[src/rtl/buffer_reader_if.sv]
// Buffer-side and stream-side signals of buffer_reader, bundled as one interface.
//
// Handshake rules:
//  - Buffer side: a pop happens on a rising edge where buf_read_enable=1. The
//    reader raises it only while buf_valid=1 and captures buf_dout on that edge.
//    buf_empty is a status flag only and is never used to decide a transfer.
//  - Stream side: an element transfers on a rising edge where out_valid=1 and
//    out_ready=1. While out_valid=1 and out_ready=0, out_data and out_last stay
//    stable until the transfer completes.
// The master modport is the reader. The slave modport is the environment that
// drives the buffer and consumes the stream.
interface buffer_reader_if #(
  parameter int ROW_SIZE = 8,
  parameter int PAR_READ = 4
);
  logic                         buf_valid;
  logic                         buf_empty;
  logic [ROW_SIZE*PAR_READ-1:0] buf_dout;
  logic                         buf_read_enable;
  logic [ROW_SIZE-1:0]          out_data;
  logic                         out_valid;
  logic                         out_ready;
  logic                         out_last;

  modport master (
    input  buf_valid, buf_empty, buf_dout, out_ready,
    output buf_read_enable, out_data, out_valid, out_last
  );

  modport slave (
    output buf_valid, buf_empty, buf_dout, out_ready,
    input  buf_read_enable, out_data, out_valid, out_last
  );
endinterface

[src/rtl/buffer_reader.sv]
// buffer_reader: pops PAR_READ-element words from a circular buffer and
// serialises them one element per cycle, element 0 first. A new word is
// popped on the final-element handshake, so consecutive words stream with
// no bubble.
// Optional feature: define BUFFER_READER_ELEM_COUNT_EN to add the 16-bit
// elem_count output, which counts downstream handshakes.
module buffer_reader #(
  parameter int ROW_SIZE = 8,
  parameter int PAR_READ = 4
) (
  input  logic                   clk,
  input  logic                   rst,
  buffer_reader_if.master        bus,
  output logic                   busy,
`ifdef BUFFER_READER_ELEM_COUNT_EN
  output logic [15:0]            elem_count,
`endif
  output logic                   state_dbg
);

  localparam int IDX_W = (PAR_READ > 1) ? $clog2(PAR_READ) : 1;
  localparam logic [IDX_W-1:0] LAST_IDX = IDX_W'(PAR_READ - 1);

  typedef enum logic {
    S_IDLE = 1'b0,
    S_SEND = 1'b1
  } state_t;

  state_t                       state_q, state_d;
  logic [IDX_W-1:0]             idx_q, idx_d;
  logic [ROW_SIZE*PAR_READ-1:0] word_q, word_d;
  logic [ROW_SIZE-1:0]          elems [PAR_READ];

  logic                         rd_en;
  logic                         o_valid;
  logic                         o_last;
  logic [ROW_SIZE-1:0]          o_data;
  logic                         hs;
  logic                         unused_status;

  // buf_empty is status only; it is kept visible here so the port is not dangling.
  assign unused_status = bus.buf_empty;

  // Split the held word into elements; element k sits in bits [k*ROW_SIZE +: ROW_SIZE].
  always_comb begin
    for (int k = 0; k < PAR_READ; k++) begin
      elems[k] = word_q[k*ROW_SIZE +: ROW_SIZE];
    end
  end

  // Next-state, pop request and stream outputs. Reset blanks every output.
  always_comb begin
    state_d = state_q;
    idx_d   = idx_q;
    word_d  = word_q;
    rd_en   = 1'b0;
    o_valid = 1'b0;
    o_last  = 1'b0;
    o_data  = '0;
    case (state_q)
      S_IDLE: begin
        rd_en = bus.buf_valid;
        if (bus.buf_valid) begin
          state_d = S_SEND;
          idx_d   = '0;
          word_d  = bus.buf_dout;
        end
      end
      S_SEND: begin
        o_valid = 1'b1;
        o_data  = elems[idx_q];
        o_last  = (idx_q == LAST_IDX);
        if (bus.out_ready) begin
          if (idx_q != LAST_IDX) begin
            idx_d = idx_q + 1'b1;
          end else if (bus.buf_valid) begin
            // Reload on the final handshake so the next word follows immediately.
            rd_en  = 1'b1;
            word_d = bus.buf_dout;
            idx_d  = '0;
          end else begin
            state_d = S_IDLE;
          end
        end
      end
      default: state_d = S_IDLE;
    endcase
    if (rst) begin
      rd_en   = 1'b0;
      o_valid = 1'b0;
      o_last  = 1'b0;
      o_data  = '0;
    end
  end

  assign hs                  = o_valid & bus.out_ready;
  assign bus.buf_read_enable = rd_en;
  assign bus.out_valid       = o_valid;
  assign bus.out_last        = o_last;
  assign bus.out_data        = o_data;
  assign busy                = (state_q == S_SEND) & ~rst;
  assign state_dbg           = state_q;

  // State, index and held-word registers. Reset drops any unsent elements.
  always_ff @(posedge clk) begin
    if (rst) begin
      state_q <= S_IDLE;
      idx_q   <= '0;
      word_q  <= '0;
    end else begin
      state_q <= state_d;
      idx_q   <= idx_d;
      word_q  <= word_d;
    end
  end

`ifdef BUFFER_READER_ELEM_COUNT_EN
  logic [15:0] count_q;

  // Handshake counter; wraps naturally from 0xFFFF to 0.
  always_ff @(posedge clk) begin
    if (rst) begin
      count_q <= '0;
    end else if (hs) begin
      count_q <= count_q + 16'd1;
    end
  end

  assign elem_count = count_q;
`else
  logic unused_hs;
  assign unused_hs = hs;
`endif

endmodule

[src/flat_wrapper.sv]
// flat-port wrapper written by rule: the top's interface ports become plain ports
module buffer_reader_flat 
#(
  parameter int ROW_SIZE = 8,
  parameter int PAR_READ = 4
)
  (clk, rst, busy, state_dbg, bus_buf_valid, bus_buf_empty, bus_buf_dout, bus_out_ready, bus_buf_read_enable, bus_out_data, bus_out_valid, bus_out_last);
  buffer_reader_if #(.ROW_SIZE(ROW_SIZE), .PAR_READ(PAR_READ)) bus_i ();
  input  logic clk;
  input  logic rst;
  output logic busy;
  output logic state_dbg;
  input wire logic [$bits(bus_i.buf_valid)-1:0] bus_buf_valid;
  input wire logic [$bits(bus_i.buf_empty)-1:0] bus_buf_empty;
  input wire logic [$bits(bus_i.buf_dout)-1:0] bus_buf_dout;
  input wire logic [$bits(bus_i.out_ready)-1:0] bus_out_ready;
  output wire logic [$bits(bus_i.buf_read_enable)-1:0] bus_buf_read_enable;
  output wire logic [$bits(bus_i.out_data)-1:0] bus_out_data;
  output wire logic [$bits(bus_i.out_valid)-1:0] bus_out_valid;
  output wire logic [$bits(bus_i.out_last)-1:0] bus_out_last;
  assign bus_i.buf_valid = bus_buf_valid;
  assign bus_i.buf_empty = bus_buf_empty;
  assign bus_i.buf_dout = bus_buf_dout;
  assign bus_i.out_ready = bus_out_ready;
  assign bus_buf_read_enable = bus_i.buf_read_enable;
  assign bus_out_data = bus_i.out_data;
  assign bus_out_valid = bus_i.out_valid;
  assign bus_out_last = bus_i.out_last;
  buffer_reader #(.ROW_SIZE(ROW_SIZE), .PAR_READ(PAR_READ)) u_core (.clk(clk), .rst(rst), .bus(bus_i), .busy(busy), .state_dbg(state_dbg));
endmodule
[config.mk]
export PLATFORM = sky130hd
export DESIGN_NAME = buffer_reader_flat
export DESIGN_NICKNAME = d
export VERILOG_FILES = /design/src/rtl/buffer_reader_if.sv /design/src/rtl/buffer_reader.sv /design/src/flat_wrapper.sv
export SDC_FILE = /design/constraint.sdc
export NUM_CORES = 1
export LEC_CHECK = 0
export BUFFER_PORTS_ARGS = -buffer_cell sky130_fd_sc_hd__buf_4
export CAP_MARGIN = 20
export CORE_MARGIN = 2
export CORE_UTILIZATION = 40
export CTS_CLUSTER_SIZE = 8
export DETAILED_ROUTE_END_ITERATION = 12
export GPL_TIMING_DRIVEN = 0
export SYNTH_ARGS = -nofsm -noshare
export SYNTH_HDL_FRONTEND = slang
export SYNTH_SLANG_ARGS = --single-unit
[constraint.sdc]
create_clock -name clk -period 2.6 [get_ports clk]
set_clock_uncertainty 0.2 [all_clocks]
set_input_delay 0.65 -clock clk [delete_from_list [all_inputs] [get_ports clk]]
set_output_delay 0.65 -clock clk [all_outputs]
set_load 0.03 [all_outputs]
# After elaboration in Yosys (flattened, before gate mapping)
# Index checks and enable logic that the tools add are counted.
dict set report totals {
  ff_bits 35
  input_bits 37
  wordCells 39
}
dict set report classes {
  addsub 1
  order_cmp 1
  eq_ne 4
  n_mux 25
  bitwise_logic 4
  reduce_logical 1
}
# operator count
set ops {}
lappend ops {{$mux W32} 3}
lappend ops {{$pmux W32 S2} 1}
lappend ops {{$mux W8} 4}
lappend ops {{$bmux W8 S2} 1}
lappend ops {{$mux W1} 10}
lappend ops {{$mux W2} 3}
lappend ops {{$ne A2 B2 Y1 const B} 3}
lappend ops {{$pmux W1 S2} 2}
lappend ops {{$pmux W2 S2} 1}
lappend ops {{$ge A3 B3 Y1 const B} 1}
lappend ops {{$not A2 Y3} 1}
lappend ops {{$add A2 B1 Y2 const B} 1}
lappend ops {{$eq A2 B2 Y1 const B} 1}
lappend ops {{$not A1 Y1} 2}
lappend ops {{$reduce_and A2 Y1} 1}
lappend ops {{$and A1 B1 Y1} 1}

# Depth between registers and ports, before layout
dict set report logic_depth {
  word_depth 6
  mapped_depth 5
  mapped_depth_nobuf 4
}

# Worst setup path after synthesis
# Ideal clock, no wire load.
dict set report synth_path {
  kind {input-to-output}
  startpoint {in rst}
  endpoint {out bus_buf_read_enable}
  arrival_time_ps 1559
  path_slack_ps 191
  path_stages 2
  cell_sequence {clkbuf_1 nor3b_1}
}
dict set report synth_between {
  elab_chain_len 1
}
# item line_no
set synth_rtl {}
lappend synth_rtl {{start, declared} flat_wrapper.sv:10} ;# input logic rst;
lappend synth_rtl {{$mux W1} buffer_reader.sv:88} ;# if (rst) begin
lappend synth_rtl {{end, declared} flat_wrapper.sv:17} ;# output wire logic [$bits(bus_i.buf_read_enable)-1:0] bus_buf_read_enable;
# Every way passes these cells.

# Worst setup path in the final report
dict set report layout_path {
  startpoint {reg u_core.idx_q[1]}
  endpoint {out bus_out_data[0]}
}
dict set report layout_between {
  elab_chain_len 6
}
# item line_no
set layout_rtl {}
lappend layout_rtl {{start, declared} buffer_reader.sv:30} ;# logic [IDX_W-1:0] idx_q, idx_d;
lappend layout_rtl {{start signal, assigned} buffer_reader.sv:112} ;# idx_q <= idx_d;
lappend layout_rtl {{$not A2 Y3 (not written as such)} buffer_reader.sv:71} ;# o_data = elems[idx_q];
lappend layout_rtl {{$bmux W8 S2} buffer_reader.sv:71}
lappend layout_rtl {{$mux W8 (not written as such) (2 in a row)} buffer_reader.sv:71}
lappend layout_rtl {{$mux W8} buffer_reader.sv:60} ;# case (state_q)
lappend layout_rtl {{$mux W8} buffer_reader.sv:88}
lappend layout_rtl {{end, declared} flat_wrapper.sv:18} ;# output wire logic [$bits(bus_i.out_data)-1:0] bus_out_data;
# Every way passes these cells. The select of a mux whose other input is x is not followed.

==> impl_metrics.py <==
metrics = {
    "route": {
        "avgRoutedWirePerCell_um": 15.47,
        "drt_iter0_drc": 49,
        "dr.pass1.iters": 4,
        "vias": 1438,
        "viasPerCell": 4.908,
        "drc": 0,
        "drtAntennaViolNets": 0,
        "drt_wl_total_um": 4532,
    },
    "place": {
        "dp_hpwl_um": 3247,
        "placed_cells": 285,
        "gp_congestion": 0.7282,
        "portBuffers": 48,
    },
    "critical_path": {
        "cp-start-kind": "register",
        "cp_max_fo": 10,
        "crit_arrival_ns": 1.66,
        "crit_required_ns": 1.75,
        "endpoint_kind": "primary output",
        "crit_type": "register to primary output",
    },
    "run_status": {
        "status": "completed",
    },
    "yosys": {
        "yosys.cell_count.top_type": "nand2b_1",
        "ys_types": 20,
        "synth_ff_type": "dfxtp_1",
        "synthCells": 183,
        "yosysSeqAreaShare_pct": 36.75,
        "syn_avg_cell_area_sq_um": 10.42,
        "yosys.area.top_type_share_pct": 36.75,
        "synth-seq-cells": 35,
        "syn-num-nets": 222,
        "synth_edf_count": 0,
        "ys_warn_count": 0,
        "synth_common_cells": "nand2b_1 (66), dfxtp_1 (35), mux2i_1 (33)",
        "syn_area_sq_um": 1907,
        "yosys-top-cells-area": "dfxtp_1 (37%), nand2b_1 (22%), mux2i_1 (17%)",
        "synth_area_leader_cell": "dfxtp_1",
        "async_flop_share_pct": 0,
    },
    "global_route": {
        "antenna_found_initial": 0,
        "grt_first_pass_wirelength_um": 7300,
        "grt_pass1_vias": 1490,
        "grt-ovfl-total": 0,
        "grt_max_degree": 11,
        "grt_usage_pct": 18.69,
    },
    "clocking": {
        "numCtsBuffers": 5,
        "cts_setup_buffers": 0,
        "clock_tree.buffer_depth": 2,
        "numClockSinks": 35,
        "insertion_delay_ns": 0.29,
        "holdBufCountCts": 0,
        "cts_tree": "done",
        "root_buffer": "clkbuf_8",
        "h-tree-depth": 2,
        "path_clk_slew_ns": 0.07,
    },
    "floorplanning": {
        "io_pins": 50,
        "core-area_sq_um": 4661,
        "rows": 25,
        "fp.dieArea_sq_um": 5336,
        "fp.dieH_um": 73.05,
        "fp.dieW_um": 73.05,
        "initial_core_util_pct": 40.91,
    },
    "cells_and_area": {
        "nets": 277,
        "fillers": 455,
        "layout-drive-gt1-share_pct": 30.54,
        "n_antenna_cell": 0,
        "syn2layout_area_growth_pct": 28.48,
        "finalNonFillerCells": 293,
    },
    "sta": {
        "hold_viol": 0,
        "fin_setup_tns_ns": 0,
        "worst_slew_pin_slew_ns": 0.5166,
        "rsz0062_at_grt": "false",
        "fin_crit_ns": 2.507,
        "setup_violations": 0,
        "fmaxAchievable_ghz": 0.3989,
        "fin_crit_sh_pct": 96.43,
        "slew_headroom_pct": 65.56,
        "slew_violations": 0,
    },
    "power": {
        "power.density_nw_per_um2": 508.6,
        "p_leak_nw": 1.020,
        "irDropWorstVdd_v": 0.0002551,
    },
    "flow_run": {
        "maxCapViolCount": 0,
    },
    "worst_hold_path": {
        "hold_path_class": "register to register",
    },
}
==> metal layers <==
metal / vias to the layer above / global-route usage [%] / part of all wire, %
met1: 686 / 22.84 / 45
met5: - / 0 / 0
met2: 29 / 32.33 / 50
li1: 718 / - / -
met3: 5 / 4.420 / 4.0
met4: 0 / 5.761 / 1.2
==> final cells by class <==
| class | count | area (sq um) | area share, % |
|---|---|---|---|
| well taps | 54 | 67.56 | 2.758 |
| inverters | 3 | 11.26 | 0.4597 |
| multi-input cells | 131 | 1097 | 44.79 |
| repair buffers | 48 | 360.3 | 14.71 |
| flip-flops and latches | 35 | 703.2 | 28.70 |
| plain buffers | 14 | 110.1 | 4.494 |
| clock buffers | 8 | 100.1 | 4.086 |
==> sequential cells by signal (all words and copies together), names as in the netlist <==
signal,flops
u_core.idx_q,2
u_core.word_q,32
u_core.state_dbg,1
==> power by group <==
group / leakage (nW) / internal [mW] / total [mW] / switching, mW
combinational: 0.680 / 0.123 / 0.215 / 0.0921
clock: 0.0515 / 0.242 / 0.441 / 0.199
sequential: 0.289 / 0.570 / 0.591 / 0.0209
total: 1.02 / 0.934 / 1.25 / 0.312
==> logic make-up (layout without fill, tap and decap cells) <==
| kind of cell | count (synthesis) | after routing | share of synthesized area, % |
|---|---|---|---|
| compound gates | 5 | 5 | 2.560 |
| flops | 35 | 35 | 36.75 |
| mux | 41 | 41 | 26.77 |
| buf+inv | 17 | 73 | 5.708 |
| fa+ha+maj | 2 | 2 | 1.312 |
| simple gates | 83 | 83 | 26.90 |
==> layout by cell type, fill, tap and decap left out, types with 3 or more instances in the layout <==
cell type	n
mux4_2	8
nor2_1	4
buf_4	49
nand2b_1	66
clkbuf_8	7
buf_8	4
clkbuf_1	8
inv_1	3
mux2i_1	33
nor2b_1	8
dfxtp_1	33
==> timing repair <==
action,4_1_cts,5_1_grt
endpoints found under the setup margin,8,5
gates cloned,0,0
gates resized for setup,3,3
hold endpoints to repair,0,0
==> worst max-delay path, stage by stage, from the launching register on <==
cell and delay (ns):
dfxtp_2 0.37, buf_8 0.17, mux4_2 0.49, nor2b_1 0.16, buf_4 0.18
==> final timing paths <==
path,depth (start not counted),from,endpoint,slack (ns)
worst max-delay path,4,u_core.idx_q[1],bus_out_data[0],0.09
worst max register to register,5,u_core.idx_q[0],u_core.word_q[8],0.92
worst min-delay path,2,u_core.word_q[11],u_core.word_q[11],0.27
worst min register to register,2,u_core.word_q[11],u_core.word_q[11],0.27
==> metrics by stage <==
step / area [sq um] / power, mW / hold slack, ns / setup slack (ns) / util (%)
finish: 2450 / 1.246 / 0.2749 / 0.09284 / 52.56
global route: 2450 / 1.303 / 0.2936 / 0.02246 / 52.56
CTS: 2444 / 1.258 / 0.2778 / 0.001324 / 52.43
detailed placement: 2335 / 0.8187 / 0.2613 / -0.01106 / 50.09
global placement: 2335 / 0.8120 / 0.2562 / 0.02930 / 50.09
floorplan: 1907 / 0.7317 / 0.2455 / 0.1914 / -
Power figures use the tool's default switching activity.
